$ cat src/rtl/caxi4dma_int_ctrl_mch.sv
// Per-channel DMA event FIFO, status register and maskable interrupt.
// Optional overflow tracking enabled by defining CAXI4DMA_INT_OVF_EN.
module caxi4dma_int_ctrl_mch #(
  parameter int NUM_INT    = 1,
  parameter int FIFO_DEPTH = 4
) (
  input  logic                  CLOCK,
  input  logic                  RESETN,
  input  logic                  ctrlSel,
  input  logic                  ctrlWe,
  input  logic [4:0]            ctrlAddr,
  input  logic [31:0]           ctrlWrData,
  output logic [31:0]           ctrlRdData,
  input  logic [NUM_INT-1:0]    evValid,
  input  logic [NUM_INT-1:0]    evOpDone,
  input  logic [NUM_INT-1:0]    evWrErr,
  input  logic [NUM_INT-1:0]    evRdErr,
  input  logic [NUM_INT-1:0]    evInvDscrptr,
  input  logic [5*NUM_INT-1:0]  evIntDscrptrNum,
  input  logic [NUM_INT-1:0]    evExtDscrptr,
  input  logic [NUM_INT-1:0]    evStrDscrptr,
  input  logic [32*NUM_INT-1:0] evExtAddr,
  output logic [NUM_INT-1:0]    fifoFull,
  output logic [NUM_INT-1:0]    intr,
  output logic [NUM_INT-1:0]    intOvf
);

  localparam int FIFO_AW = $clog2(FIFO_DEPTH);
  localparam logic [FIFO_AW:0] CNT_FULL = (FIFO_AW+1)'(FIFO_DEPTH);

  typedef enum logic {IDLE, BUSY} st_t;

  logic [NUM_INT-1:0][31:0] w_rd;

  for (genvar g = 0; g < NUM_INT; g++) begin : g_ch
    logic [41:0]        r_mem [FIFO_DEPTH];
    logic [FIFO_AW-1:0] r_wp;
    logic [FIFO_AW-1:0] r_rp;
    logic [FIFO_AW:0]   r_cnt;
    st_t                r_st;
    st_t                w_nst;
    logic [3:0]         r_stat;
    logic [5:0]         r_dcode;
    logic [31:0]        r_addr;
    logic [3:0]         r_mask;
    logic               r_full;
    logic               r_intr;
    logic               w_ovf;
    logic               w_wr;
    logic [2:0]         w_off;
    logic               w_empty;
    logic               w_isfull;
    logic               w_pop;
    logic               w_push;
    logic [5:0]         w_dcode;
    logic [41:0]        w_entry;
    logic [41:0]        w_head;
    logic [31:0]        w_rdc;

    assign w_off    = ctrlAddr[2:0];
    assign w_wr     = ctrlSel & ctrlWe & (ctrlAddr[4:3] == 2'(g));
    assign w_empty  = (r_cnt == '0);
    assign w_isfull = (r_cnt == CNT_FULL);
    assign w_push   = evValid[g] & (~w_isfull | w_pop);
    assign w_head   = r_mem[r_rp];
    assign w_dcode  = evStrDscrptr[g] ? 6'd33 :
                      evExtDscrptr[g] ? 6'd32 :
                      {1'b0, evIntDscrptrNum[5*g +: 5]};
    assign w_entry  = {evExtAddr[32*g +: 32], w_dcode,
                       evInvDscrptr[g], evRdErr[g],
                       evWrErr[g], evOpDone[g]};

    // next state and head pop
    always_comb begin
      w_nst = r_st;
      w_pop = 1'b0;
      unique case (r_st)
        IDLE: if (!w_empty) begin
          w_nst = BUSY;
          w_pop = 1'b1;
        end
        BUSY: if ((r_stat & r_mask) == 4'd0) w_nst = IDLE;
        default: w_nst = IDLE;
      endcase
    end

    // state register
    always_ff @(posedge CLOCK or negedge RESETN) begin
      if (!RESETN) r_st <= IDLE;
      else         r_st <= w_nst;
    end

    // event storage, no reset needed
    always_ff @(posedge CLOCK) begin
      if (w_push) r_mem[r_wp] <= w_entry;
    end

    // fifo pointers, level and registered full
    always_ff @(posedge CLOCK or negedge RESETN) begin
      if (!RESETN) begin
        r_wp   <= '0;
        r_rp   <= '0;
        r_cnt  <= '0;
        r_full <= 1'b0;
      end else begin
        if (w_push) r_wp <= r_wp + 1'b1;
        if (w_pop)  r_rp <= r_rp + 1'b1;
        r_cnt  <= r_cnt + {{FIFO_AW{1'b0}}, w_push}
                        - {{FIFO_AW{1'b0}}, w_pop};
        r_full <= w_isfull;
      end
    end

    // status load beats a concurrent clear
    always_ff @(posedge CLOCK or negedge RESETN) begin
      if (!RESETN) begin
        r_stat  <= '0;
        r_dcode <= '0;
        r_addr  <= '0;
      end else if (w_pop) begin
        r_stat  <= w_head[3:0];
        r_dcode <= w_head[9:4];
        r_addr  <= w_head[41:10];
      end else if (w_wr && w_off == 3'd2) begin
        r_stat  <= r_stat & ~ctrlWrData[3:0];
      end
    end

    // mask register
    always_ff @(posedge CLOCK or negedge RESETN) begin
      if (!RESETN)                     r_mask <= '0;
      else if (w_wr && w_off == 3'd1) r_mask <= ctrlWrData[3:0];
    end

`ifdef CAXI4DMA_INT_OVF_EN
    logic r_ovf;
    // sticky overflow, set beats clear
    always_ff @(posedge CLOCK or negedge RESETN) begin
      if (!RESETN)
        r_ovf <= 1'b0;
      else if (evValid[g] && w_isfull && !w_pop)
        r_ovf <= 1'b1;
      else if (w_wr && w_off == 3'd4 && ctrlWrData[31])
        r_ovf <= 1'b0;
    end
    assign w_ovf = r_ovf;
`else
    assign w_ovf = 1'b0;
`endif

    // registered interrupt
    always_ff @(posedge CLOCK or negedge RESETN) begin
      if (!RESETN) r_intr <= 1'b0;
      else r_intr <= (|(r_stat & r_mask)) | (w_ovf & r_mask[3]);
    end

    // per-channel register read
    always_comb begin
      w_rdc = '0;
      unique case (w_off)
        3'd0: w_rdc = {22'd0, r_dcode, r_stat};
        3'd1: w_rdc = {28'd0, r_mask};
        3'd3: w_rdc = r_addr;
        3'd4: begin
          w_rdc[FIFO_AW:0] = r_cnt;
          w_rdc[31]        = w_ovf;
        end
        default: w_rdc = '0;
      endcase
    end

    assign w_rd[g]     = w_rdc;
    assign fifoFull[g] = r_full;
    assign intr[g]     = r_intr;
    assign intOvf[g]   = w_ovf;
  end

  // channel select for read data
  always_comb begin
    ctrlRdData = '0;
    for (int i = 0; i < NUM_INT; i++)
      if (ctrlAddr[4:3] == 2'(i)) ctrlRdData = w_rd[i];
  end

endmodule

$ cat config.mk
export PLATFORM = sky130hd
export DESIGN_NAME = caxi4dma_int_ctrl_mch
export DESIGN_NICKNAME = d
export VERILOG_FILES = /design/src/rtl/caxi4dma_int_ctrl_mch.sv
export SDC_FILE = /design/constraint.sdc
export NUM_CORES = 1
export LEC_CHECK = 0
export CORE_MARGIN = 2
export CORE_UTILIZATION = 40
export CTS_BUF_LIST = sky130_fd_sc_hd__clkbuf_16
export DETAILED_ROUTE_END_ITERATION = 10
export MAX_ROUTING_LAYER = met4
export SLEW_MARGIN = 20
export SYNTH_ARGS = -nofsm -noshare
export SYNTH_HDL_FRONTEND = slang
export SYNTH_SLANG_ARGS = --single-unit
export TNS_END_PERCENT = 5
$ cat constraint.sdc
create_clock -name CLOCK -period 7.37 [get_ports CLOCK]
set_input_delay 1.474 -clock CLOCK [delete_from_list [all_inputs] [get_ports CLOCK]]
set_output_delay 1.474 -clock CLOCK [all_outputs]
set_load 0.01 [all_outputs]
# Word-level counts from Yosys, hierarchy flattened

Memories as Yosys holds them, arrays and structs flattened.
Index checks and enable logic that the tools add are counted.

Output and inout bits: 35
Word-level logic and storage cells: 51
Memories: 1
Input bits: 85
Flip-flop bits (word level): 56
RAM bits: 168

Memories:

| name          | words | width | rd ports | clocked after Yosys merged registers in | wr ports | line | source |
|---|---|---|---|---|---|---|---|
| g_ch[0].r_mem | 4     | 42    | 1        | 0                                       | 1        | 36   | `logic [41:0] r_mem [FIFO_DEPTH];` |

Equality and inequality tests: 5
Muxes and demuxes: 14
Reductions and logical operators: 8
Bitwise gates (word level): 9
$add $sub $neg: 4

Operator list:

| operator                                                         | number |
|---|---|
| 28-bit one-hot mux with 3 select lines                           | 1 |
| 32-bit two-way mux                                               | 1 |
| 6-bit two-way mux                                                | 2 |
| 3-bit one-hot mux with 4 select lines                            | 1 |
| 4-bit AND                                                        | 2 |
| 4-bit two-way mux                                                | 2 |
| 3-bit by 2-bit == test with 1-bit output (second input constant) | 2 |
| 3-bit == test (second input constant)                            | 2 |
| 3-bit zero test                                                  | 2 |
| 1-bit two-way mux                                                | 6 |
| 2-bit by 1-bit adder with 2-bit output (second input constant)   | 2 |
| 4-bit zero test                                                  | 1 |
| 4-bit NOT                                                        | 1 |
| 4-bit OR reduction                                               | 1 |
| 3-bit by 1-bit adder with 3-bit output                           | 1 |
| 1-bit AND                                                        | 3 |
| 3-bit by 1-bit == test with 1-bit output (second input constant) | 1 |
| 3-bit by 1-bit subtractor with 3-bit output                      | 1 |
| 1-bit logical AND                                                | 2 |
| 2-bit zero test                                                  | 1 |
| 1-bit NOT                                                        | 2 |
| 1-bit one-hot mux with 2 select lines                            | 1 |
| 2-bit nonzero test                                               | 1 |
| 1-bit bitwise OR                                                 | 1 |

# Longest topological paths before layout

Gate-level depths: netlist of run 1.

Word-level depth: 7
Gate-level depth with buffers: 8
Gate-level depth less buffers: 7

# Least setup slack after synthesis of run 1

OpenSTA, ideal clock, no wires.

Path type: input-to-output
From: input port ctrlAddr[2]
To: output port ctrlRdData[3]
Path slack: 3.437 ns
Data arrival time: 2.459 ns
Stages: 4
Buffers on the path: 1
Path through: clkbuf_1 nor3_1 o21ai_1 a21oi_1

Cells in the longest elaborated chain, start to end: 3

RTL lines:

| what                                                                   | line | source |
|---|---|---|
| start: declaration                                                     | 11   | `input logic [4:0] ctrlAddr,` |
| 3-bit by 2-bit == test with 1-bit output, or another cell as far along | 160  | `unique case (w_off)` |
| 28-bit one-hot mux with 3 select lines (*)                             | 160  |  |
| 32-bit two-way mux (*)                                                 | 182  | `if (ctrlAddr[4:3] == 2'(i)) ctrlRdData = w_rd[i];` |
| end: declaration                                                       | 13   | `output logic [31:0] ctrlRdData,` |

Every way passes the cells marked *; elsewhere a longest branch is shown, timed or not.

# Worst setup path in the final report of run 1

From: input port ctrlAddr[0]
To: output port ctrlRdData[5]

Same word-level chain as after synthesis.

==> results.md, run 1 <==
- The run finished with clean final reports.
- The classification of the worst-slack hold path is reg -> reg.
- The detailed router placed 4412 vias in this run.
- The beginning of the worst register-to-register path is g_ch[0].r_cnt[2].
- The final routed wirelength across all metal layers is 17500 µm.
- For met2 alone, demand over resource in global routing was 26.1%.
- The CTS buffer count is 23.
- The number of warnings printed during yosys synthesis is 0.
- The global routing usage summed across all routing layers is between 10% and 20%.
- The clock-pin slew on the worst setup and hold paths is 0.06 ns.
- The max-capacitance violation count is 0.
- The kind of critical path is in -> out.
- Headroom to the max-slew limit came out at 38.2%.
- The worst-case clock buffer depth is 3.
- The number of antenna violations at the first check in global routing is 1.
- The number of max-slew violations in the final report is 0.
- The final HPWL from detailed placement is between 10000 and 15000 µm.
- After global routing the overflow that remains totals 0.
- The die covers 0.0233 mm².
- The tree is rooted in a clkbuf_16.
- Entering global routing, the biggest net connects 57 pins.
- The routing usage on met3 is ~3.1%.
- The mean number of vias per cell is 5.20.
- Once placement completed, the tool counted placed cells totaling 806.
- Setup violations remaining at the end of the flow were counted as 0.
- The layout-stage area growth over the synthesis result is 21.9%.
- The required time reported for the critical path endpoint is between 5 and 6 ns.
- The final-layout fill cell count is roughly 1800.
- The total core area is 0.0218 mm².
- The net count of the finished layout is 642.
- The routed design could run at a clock period as short as 5.45 ns.
- The congestion estimate from routability-driven global placement came to 0.819.
- The final-report hold violation count came to 0.
- The start point of the critical path is ctrlAddr[0].
- The power per cell area is 376 mW/mm².
- STA classifies the critical path startpoint as a primary input.
- Setup repair after global routing left no endpoint under its margin.
- Measured along the x axis, the die boundary spans ~150 µm.
- The library cell used most frequently in the layout, excluding fill and tap cells, is edfxtp_1.
- For this design the static power due to leakage is between 0.003 and 0.004 µW.
- Clock skew on the completed layout was measured at about 0.0094 ns.
- The number of sinks driven by the clock tree is between 200 and 250.
- The number of nets handed over by synthesis was 541.
- In this run, synthesis produced a sequential element count of 224.
- Post-CTS timing repair inserted 0 buffers for setup.
- Excluding fillers, the count of instances in the completed layout stands at around 850.
- The worst setup path is captured at an output pin.
- met2 is the most crowded layer.
- The detailed-route DRC error count is 0.
- The pre-antenna-repair detailed-routing pass consisted of 4 iterations.
- The count of hold-fix buffers inserted at cts is 0.
- The share of synthesized registers carrying an async set or reset is 25.0%.
- In this run the count of I/O pins placed on the die edge is 120.
- For the pin with the worst max-slew slack, the measured transition is 0.927 ns.
- The DRC violation total after the first TritonRoute iteration is 259.
- The proportion of synthesized chip area in sequential cells is between 70% and 80%.
- Each instance of the synthesized netlist takes up on average 19.6 µm².
- The worst hold path begins at g_ch[0].r_addr[29].
- The CTS H-tree depth is 1.
- The ratio of final minimum period to clock period is 74.0%.
- The count of nets left with antenna violations after detail routing is 0.
- The height of the die is around 150 µm.
- The number of distinct library cells after synthesis is 35.
- The critical path arrival is approximately 4.0 ns.
- Summed over all failing endpoints, the final setup total negative slack is 0 ns.
- The number of global-route vias before repair is 4807.
- Along the worst path, the maximum fanout reaches 18.
- The first-pass GRT wire length is between 20000 and 30000 µm.
- The fraction of layout cells with a size suffix above 1 is between 20% and 30%.
- The clock latency on the worst-skew pair is 0.51 ns.
- Leaving out fill and tap cells, the most frequent cells in the layout are 168 x edfxtp_1, 89 x clkdlybuf4s50_1, 54 x dfrtp_1.
- The post-synthesis cell count is 450.
- The largest voltage drop on the vdd net is 180 µV.
- TritonCTS built the clock tree.
- The number of gates resized after cts is 0.
- The global-route met1 utilization is roughly a fifth.
- Buffers placed on the I/O ports in this run total 90.
- The synthesized netlist occupies a cell area of 0.00883 mm².
- The initial core utilization is 40.6%.
- The prevailing post-synth register cell is edfxtp_1.
- The cell row count is 54.
- For this run, the top clock speed supported by timing is 0.183 GHz.
- After detailed routing, the average wire length per cell comes to 20.6 µm.
- The number of enable-type register cells in the synthesized netlist is about 170.
-- cells by family (layout without fill, tap and decap cells) --
| group | after synthesis | after routing | share of synthesized area, % |
|---|---|---|---|
| flops | 224 | 224 | 73.0 |
| mux | 90 | 90 | 17.0 |
| simple gates | 63 | 63 | 4.55 |
| buf+inv | 34 | 152 | 1.96 |
| compound gates | 27 | 27 | 1.98 |
| fa+ha+maj | 6 | 6 | 0.936 |
| xor+xnor | 5 | 5 | 0.496 |
| other cells | 1 | 2 | 0.0425 |
-- cells in the mapped netlist, types with 6 or more instances --
cell | number | share of area [%]
a21oi_1 | 8 | 0.45
nor2_1 | 8 | 0.34
clkbuf_1 | 11 | 0.47
a22oi_1 | 8 | 0.68
mux4_2 | 42 | 11
buf_2 | 6 | 0.34
and3_1 | 22 | 1.6
dfrtp_1 | 56 | 16
inv_1 | 11 | 0.47
edfxtp_1 | 168 | 57
nand2_1 | 7 | 0.30
and2_1 | 9 | 0.64
mux2_2 | 44 | 5.6
-- worst paths after layout --
kind	endpoint	slack (ns)	cells past startpoint
hold / removal	g_ch[0].r_addr[29]	0.50	1
setup reg to reg	g_ch[0].r_mem[1][11]	4.70	4
setup / recovery	ctrlRdData[5]	1.92	6
hold reg to reg	g_ch[0].r_addr[29]	0.50	1
max in group asynchronous	g_ch[0].r_rp[0]	5.61	2
min in group asynchronous	g_ch[0].r_addr[31]	1.15	2
-- per-stage QoR --
stage	area (µm²)	power (µW)	utilization (%)	hold WS (ns)	worst slack [ns]
after floorplan	8830	2680	-	0.472	3.44
after global placement	10000	2930	46.1	0.482	1.94
after detailed placement	10000	2980	46.1	0.488	1.98
after CTS	10800	4110	49.5	0.501	1.97
after global routing	10800	4250	49.5	0.515	1.78
final	10800	4040	49.5	0.497	1.92
-- where the power goes --
group / total [µW] / leakage (µW) / switching [µW] / internal, µW
registers: 1950 / 0.00221 / 222 / 1730
clock network: 1130 / 0.000375 / 456 / 669
logic: 969 / 0.00125 / 413 / 556
total: 4040 / 0.00383 / 1090 / 2950
-- registers in the layout (all words and copies together), names as in the netlist --
register,cells
g_ch.r_addr,32
g_ch.r_rp,2
g_ch.r_stat,4
g_ch.r_cnt,3
g_ch.r_mem,168
g_ch.r_st,1
g_ch.r_dcode,6
g_ch.r_mask,4
intr,1
fifoFull,1
g_ch.r_wp,2
-- critical path, cell delays in order --
cell	delay, ns
clkdlybuf4s50_1	0.66
and2_1	0.55
buf_4	0.37
a22oi_1	0.15
nor2_1	0.21
clkdlybuf4s50_1	0.56
-- per-layer routing --
metal	routed length, µm	part of all wire (%)	vias to the layer above
met5	0	0	-
met4	193	1.1	0
met3	937	5.4	15
met2	8750	50	105
met1	7620	44	2313
li1	-	-	1979
-- final cells by class --
class / instances / area [µm²] / area share [%]
Clock buffer: 23 / 576 / 5.35
Clock inverter: 19 / 156 / 1.45
Sequential cell: 224 / 6450 / 59.9
Multi-Input combinational cell: 192 / 2220 / 20.7
Tap cell: 280 / 350 / 3.25
Timing Repair Buffer: 99 / 963 / 8.95
Antenna cell: 1 / 2.50 / 0.0232
Inverter: 11 / 41.3 / 0.384
No activity file was read; power rests on OpenSTA's default activity.
==> inputs of run 2 (changes only) <==
- clock period: 7.37 -> 5.05 ns (I/O delays scaled with it)
==> results.md, run 2 (synthesis gave the netlist of run 1 again) <==
- The combined area of the multi-input logic cells is between 0.002 and 0.0025 mm².
- Across the VDD grid, the largest voltage drop is 273 µV.
- The static leakage power is 0.00389 µW.
- The first global-routing pass estimated 27700 µm of wire.
- In this run the critical register-to-register path is captured at g_ch[0].r_mem[3][21].
- The worst path uses 84.0% of the clock period.
- The layout has about 1800 filler cells.
- The signal on the critical path passes through clkdlybuf4s50_1 > and2_1 > buf_4 > and3_1 > clkdlybuf4s50_1.
- Among cell families on the critical path, the largest total delay comes from buffers and inverters.
- The initial core utilization is 40.6%.
- Setup repair after global routing left no endpoint under its margin.
- The number of buffers inserted by post-CTS setup repair is 0.
- The largest register by flop count is g_ch.r_mem.
- The total core area is 0.0218 mm².
- The required time reported for the critical path endpoint is between 4 and 5 ns.
- The final-report hold violation count is 0.
- After detailed routing, the number of remaining DRC violations is 0.
- The beginning of the worst register-to-register path is g_ch[0].r_cnt[2].
- For the pin with the worst max-slew slack, the measured transition is between 0.9 and 1 ns.
- The time the worst path needs with I/O delays and setup is 4.24 ns.
- The run finished with clean final reports.
- In the final layout, the share of cells above drive strength 1 is 26.5%.
- The via count of the routed design is 4450.
- The startpoint of the tightest hold check path is g_ch[0].r_addr[10].
- In this run the core area contains 54 standard-cell rows.
- The number of sinks driven by the clock tree is 224.
- Buffers inserted during clock tree synthesis total 25.
- The capturing element type of the critical path is an output pin.
- The biggest cell delay along the critical path is 0.63 ns.
- On the critical path, the stage with the largest delay is an instance of clkdlybuf4s50_1.
- The clock latency on the worst-skew pair is 0.51 ns.
- The DRC violation total after the first TritonRoute iteration is 263.
- Power spread over the standard cell area amounts to 550 mW/mm².
- The worst clock skew on the final layout is 0.0151 ns.
- The worst-case hold path end point is g_ch[0].r_addr[10].
- The number of flip-flops under the largest register name is between 150 and 200.
- The cell count of the worst reg-to-reg path is 4.
- In this run the tool buffered the top-level ports with 90 buffer cells.
- Entering global routing, the biggest net connects 46 pins.
- The tree is rooted in a clkbuf_16.
- The number of gates resized after CTS was 0.
- The number of antenna violations at the first check in global routing came to 0.
- Along the worst hold path, the cell count comes to 1.
- The library cell used most frequently in the layout, excluding fill and tap cells, is edfxtp_1.
- The highest attainable clock frequency is 0.236 GHz.
- Across all hold checks on the routed design, the worst slack comes to approximately 0.50 ns.
- The start point of the critical path is ctrlAddr[0].
- TritonCTS built the clock tree.
- Among the stages of the critical path, the cell type that occurs most often is clkdlybuf4s50_1.
- For this run, the detailed router's first-pass iteration total came to 5.
- The net total in the final layout is 650.
- The clock-pin slew on the worst setup and hold paths is approximately 0.060 ns.
- The count of hold-fix buffers inserted at cts is 0.
- For the worst setup path, the data arrival time is 3.23 ns.
- The number of diodes added for antenna fixing is 0.
- The footprint of the flip-flops and latches is 0.00645 mm².
- The classification of the worst-slack hold path is reg -> reg.
- Leaving out fill and tap cells, the most frequent cells in the layout are 168 x edfxtp_1, 89 x clkdlybuf4s50_1, 54 x dfrtp_1.
- No sink is reached through more buffers than the 3 on the longest clock path.
- The number of max-slew violations in the final report is 0.
- The headroom to the max-slew limit is roughly 38%.
- In this run the horizontal extent of the chip is 153 µm.
- The count of nets left with antenna violations after detail routing is 0.
- The number of buffer and inverter stages on the critical path is 3.
- The number of global-route vias before repair was just under 5000.
- The layout-stage area growth over the synthesis result is 23.0%.
- The maximum net fanout on the critical path is 12.
- The kind of critical path is in -> out.
- From bottom edge to top edge, the die measures 153 µm.
- The total die area is 0.0233 mm².
- The mean number of vias per cell is about 5.2.
- The final number of setup-violating endpoints is 0.
- The routed design has around 18000 µm of wire.
- Across every metal layer, demand over resource in global routing totals 15.9%.
- The worst setup path is launched from a primary input.
- 120 I/O pins were placed.
- The sum of overflow across all layers after global routing is 0.
- The final HPWL from detailed placement is 10600 µm.
- The max-capacitance violation count is 0.
- The internal reg-to-reg setup slack is around 2.7 ns.
- For the final routed database, the setup TNS stands at 0 ns.
- The average wire per standard cell is 20.7 µm.
- The largest registers in the layout are g_ch.r_mem: 168 flops, g_ch.r_addr: 32 flops, g_ch.r_dcode: 6 flops.
- Routability-driven placement finished with a final weighted congestion of 0.786.
- CTS built an H-tree with a depth of 1.
## run 2: final cells by class
type,instances,area share (%)
multi-input cells,192,20.5
inverters,11,0.380
flip-flops and latches,224,59.4
clock buffers,25,5.76
repair buffers,105,9.29
clock inverters,21,1.45
well taps,280,3.23
## run 2: through the flow
step	std cells	area, µm²	utilization (%)	total power [µW]	worst slack, ns
final	858	10900	49.9	5970	0.808
after global routing	858	10900	49.9	6290	0.699
after CTS	858	10900	49.9	6070	0.809
after detailed placement	812	10100	46.3	4350	0.825
after global placement	812	10100	46.3	4290	0.815
after floorplan	450	8830	-	3910	2.05
## run 2: worst max path at each step
| stage | endpoint | slack, ns | depth (start not counted) |
|---|---|---|---|
| 4_1_cts | ctrlRdData[30] | 0.81 | 5 |
| 3_3_place_gp | ctrlRdData[30] | 0.81 | 5 |
| 2_1_floorplan | ctrlRdData[3] | 2.05 | 4 |
| 6_report | ctrlRdData[25] | 0.81 | 5 |
| 3_5_place_dp | ctrlRdData[30] | 0.83 | 5 |
| 5_1_grt | ctrlRdData[30] | 0.70 | 5 |
## run 2: routing by layer
layer | global-route usage [%] | vias to the layer above | wire [µm]
met5 | - | - | 0
met4 | 4.06 | 0 | 329
met3 | 3.81 | 35 | 1090
met2 | 26.6 | 127 | 8990
met1 | 19.6 | 2288 | 7390
li1 | - | 2000 | -
## run 2: worst register-to-register path: stages (launching register included)
cell and delay [ns]:
dfrtp_1 0.43, nor3b_1 0.17, a21oi_1 0.52, and2_2 0.52, buf_4 0.36
## run 2: power by group
| part | switching [µW] | total [µW] | leakage, µW | internal [µW] |
|---|---|---|---|---|
| Clock | 690 | 1690 | 0.000404 | 1000 |
| Sequential | 296 | 2820 | 0.00221 | 2520 |
| Combinational | 631 | 1450 | 0.00128 | 823 |
| Total | 1620 | 5970 | 0.00389 | 4350 |
==> inputs of run 3 (changes only) <==
- clock period: 5.05 -> 4.3 ns (I/O delays scaled with it)
==> results.md, run 3 (synthesis gave the netlist of run 1 again) <==
- In this run, CTS created clock tree buffers numbering 24.
- For the worst setup path, the data arrival time is 2.90 ns.
- The weighted congestion reported at the end of routability-driven placement is 0.784.
- At the pin with the least slew margin, the transition time is 0.910 ns.
- The worst-case IR drop observed on VDD is about 320 µV.
- The kind of critical path is in -> out.
- Hold repair after CTS inserted 0 buffers.
- The number of setup buffers added after CTS is 0.
- The number of global-route vias before repair is 4864.
- The floorplan step set the die height to 153 µm.
- Global routing consumed, over all layers together, 15.9% of the routing resources.
- The ratio of final minimum period to clock period is 87.5%.
- The clock arrives with 0.00575 ns of skew.
- The minimum hold slack is 0.467 ns.
- The maximum net fanout on the critical path is 23.
- Entering global routing, the biggest net connects 45 pins.
- For this configuration, the core starts out at a cell density of 40.6%.
- The number of antenna violations at the first check in global routing came to 0.
- The clock drives ~220 sinks.
- The layout-stage area growth over the synthesis result is 22.9%.
- On the worst path, the slowest cell contributes a delay of 0.60 ns.
- Summed over all cells, the static leakage comes to 0.00388 µW.
- The run finished with clean final reports.
- The number of gates resized after cts is 0.
- After detailed routing, the average wire length per cell comes to 20.7 µm.
- The CTS H-tree depth is 1.
- The count of buffers from port buffering is 90.
- In the final layout, the share of cells above drive strength 1 is 25.7%.
- The most common library cell in the layout ignoring fill and taps is edfxtp_1.
- Walking the worst path, the cells encountered are clkdlybuf4s50_1 > nor3_2 > buf_4 > and3_1 > clkdlybuf4s50_1.
- In this design, the critical path's most frequently occurring cell is clkdlybuf4s50_1.
- Once detail routing completed, the nets flagged for antenna violations numbered 0.
- 120 I/O pins were placed.
- Leaving out fill and tap cells, the most frequent cells in the layout are 168 x edfxtp_1, 89 x clkdlybuf4s50_1, 54 x dfrtp_1.
- The clock reaches the later pin of the worst-skew pair after 0.50 ns.
- The region available for standard cell placement spans 0.0218 mm².
- The final standard cell count with taps included and fillers excluded is about 860.
- Power spread over the standard cell area amounts to 643 mW/mm².
- In the final layout, the registers with the most flip-flops are g_ch.r_mem: 168 flops, g_ch.r_addr: 32 flops, g_ch.r_dcode: 6 flops.
- The required time reported for the critical path endpoint is between 3 and 4 ns.
- For this block, the via count after detailed routing is 4435.
- Max-cap violations in this run came to 0.
- The worst-case clock buffer depth is 3.
- The largest register by flop count is g_ch.r_mem.
- The worst pin sits at a relative slew slack of 39.3%.
- The clock tree root driver cell is clkbuf_16.
- The master of the slowest instance on the critical path is clkdlybuf4s50_1.
- The highest attainable clock frequency is 0.266 GHz.
- After detailed routing, the number of remaining DRC violations is 0.
- The final routed wirelength across all metal layers is 17700 µm.
- Summed over all nets, the half-perimeter wirelength after detailed placement is 10600 µm.
- The clock-pin slew on the worst setup and hold paths is 0.06 ns.
- After the first detailed-routing iteration, the DRC count stood at 219.
- The number of instances in the placed design is 809.
- The number of max-slew violations in the final report is 0.
- The net total in the final layout is about 650.
- The first-pass GRT wire length is 27700 µm.
- The die covers 0.0233 mm².
- The total overflow left after global routing is 0.
- STA classifies the critical path endpoint as an output pin.
- The final-report hold violation count is 0.
- The number of detailed-routing iterations run before antenna repair is 4.
- TritonCTS built the clock tree.
- The final number of setup-violating endpoints is 0.
- After floorplanning, the core was divided into 54 placement rows.
- The worst hold path belongs to the class in -> async.
- The kind of launch point of the worst setup path is a primary input.
- Across all register-to-register paths, the minimum setup slack is 1.71 ns.
- Setup repair after global routing left no endpoint under its margin.
- The mean number of vias per cell is between 5 and 6.
- The routed design could run at a clock period as short as around 3.8 ns.
- The floorplan die width is ~150 µm.
- The number of flip-flops under the largest register name is 168.
- In the final timing run, aggregate negative setup slack is 0 ns.
run 3: cell types whose count changed in the layout (fill, tap and decap cells not counted), moves of 2 or more:
cell,previous run,this run
buf_12,0,3
clkinv_2,2,4
buf_4,15,9
clkinv_1,4,6
clkinvlp_4,3,0
diode_2,0,2
run 3: worst paths after layout:
check	cells past startpoint	start	endpoint
max in group asynchronous	2	RESETN	g_ch[0].r_rp[1]
min reg2reg	1	g_ch[0].r_addr[20]	g_ch[0].r_addr[20]
min	1	RESETN	g_ch[0].r_addr[31]
max	5	ctrlAddr[2]	ctrlRdData[25]
max reg2reg	7	g_ch[0].r_cnt[0]	g_ch[0].r_cnt[2]
min in group CLOCK	1	g_ch[0].r_addr[20]	g_ch[0].r_addr[20]
run 3: area by class of cell:
type | count | area, µm²
multi-input cells | 192 | 2220
clock inverters | 19 | 129
repair buffers | 102 | 1020
inverters | 11 | 41.3
well taps | 280 | 350
clock buffers | 25 | 626
fillers | 1800 | 10900
flip-flops and latches | 224 | 6450
diodes | 2 | 5.00
run 3: metrics by stage:
step / area [µm²] / util, % / setup WS, ns / total power, µW
2_1_floorplan: 8830 / - / 1.60 / 4590
3_3_place_gp: 10100 / 46.4 / 0.563 / 5060
3_5_place_dp: 10100 / 46.4 / 0.563 / 5130
4_1_cts: 10800 / 49.8 / 0.561 / 7100
5_1_grt: 10800 / 49.8 / 0.415 / 7360
6_report: 10800 / 49.9 / 0.537 / 6970
run 3: where the power goes:
| group | internal, µW | total [µW] | switching, µW |
|---|---|---|---|
| Combinational | 975 | 1730 | 750 |
| Sequential | 2960 | 3300 | 342 |
| Clock | 1160 | 1940 | 782 |
| Total | 5100 | 6970 | 1870 |
run 3: worst max-delay path: cells and delay by family:
| family | cells | cell delay, ns |
|---|---|---|
| buffers and inverters | 3 | 1.46 |
| and+or+nand+nor | 2 | 0.55 |
run 3: routing by layer:
layer | track usage (%) | up-vias | wire length [µm] | part of all wire (%)
met4 | 3.13 | 0 | 268 | 1.5
li1 | - | 1993 | - | -
met2 | 26.6 | 112 | 8840 | 50
met3 | 3.41 | 25 | 1000 | 5.7
met5 | - | - | 0 | 0
met1 | 20.3 | 2305 | 7610 | 43
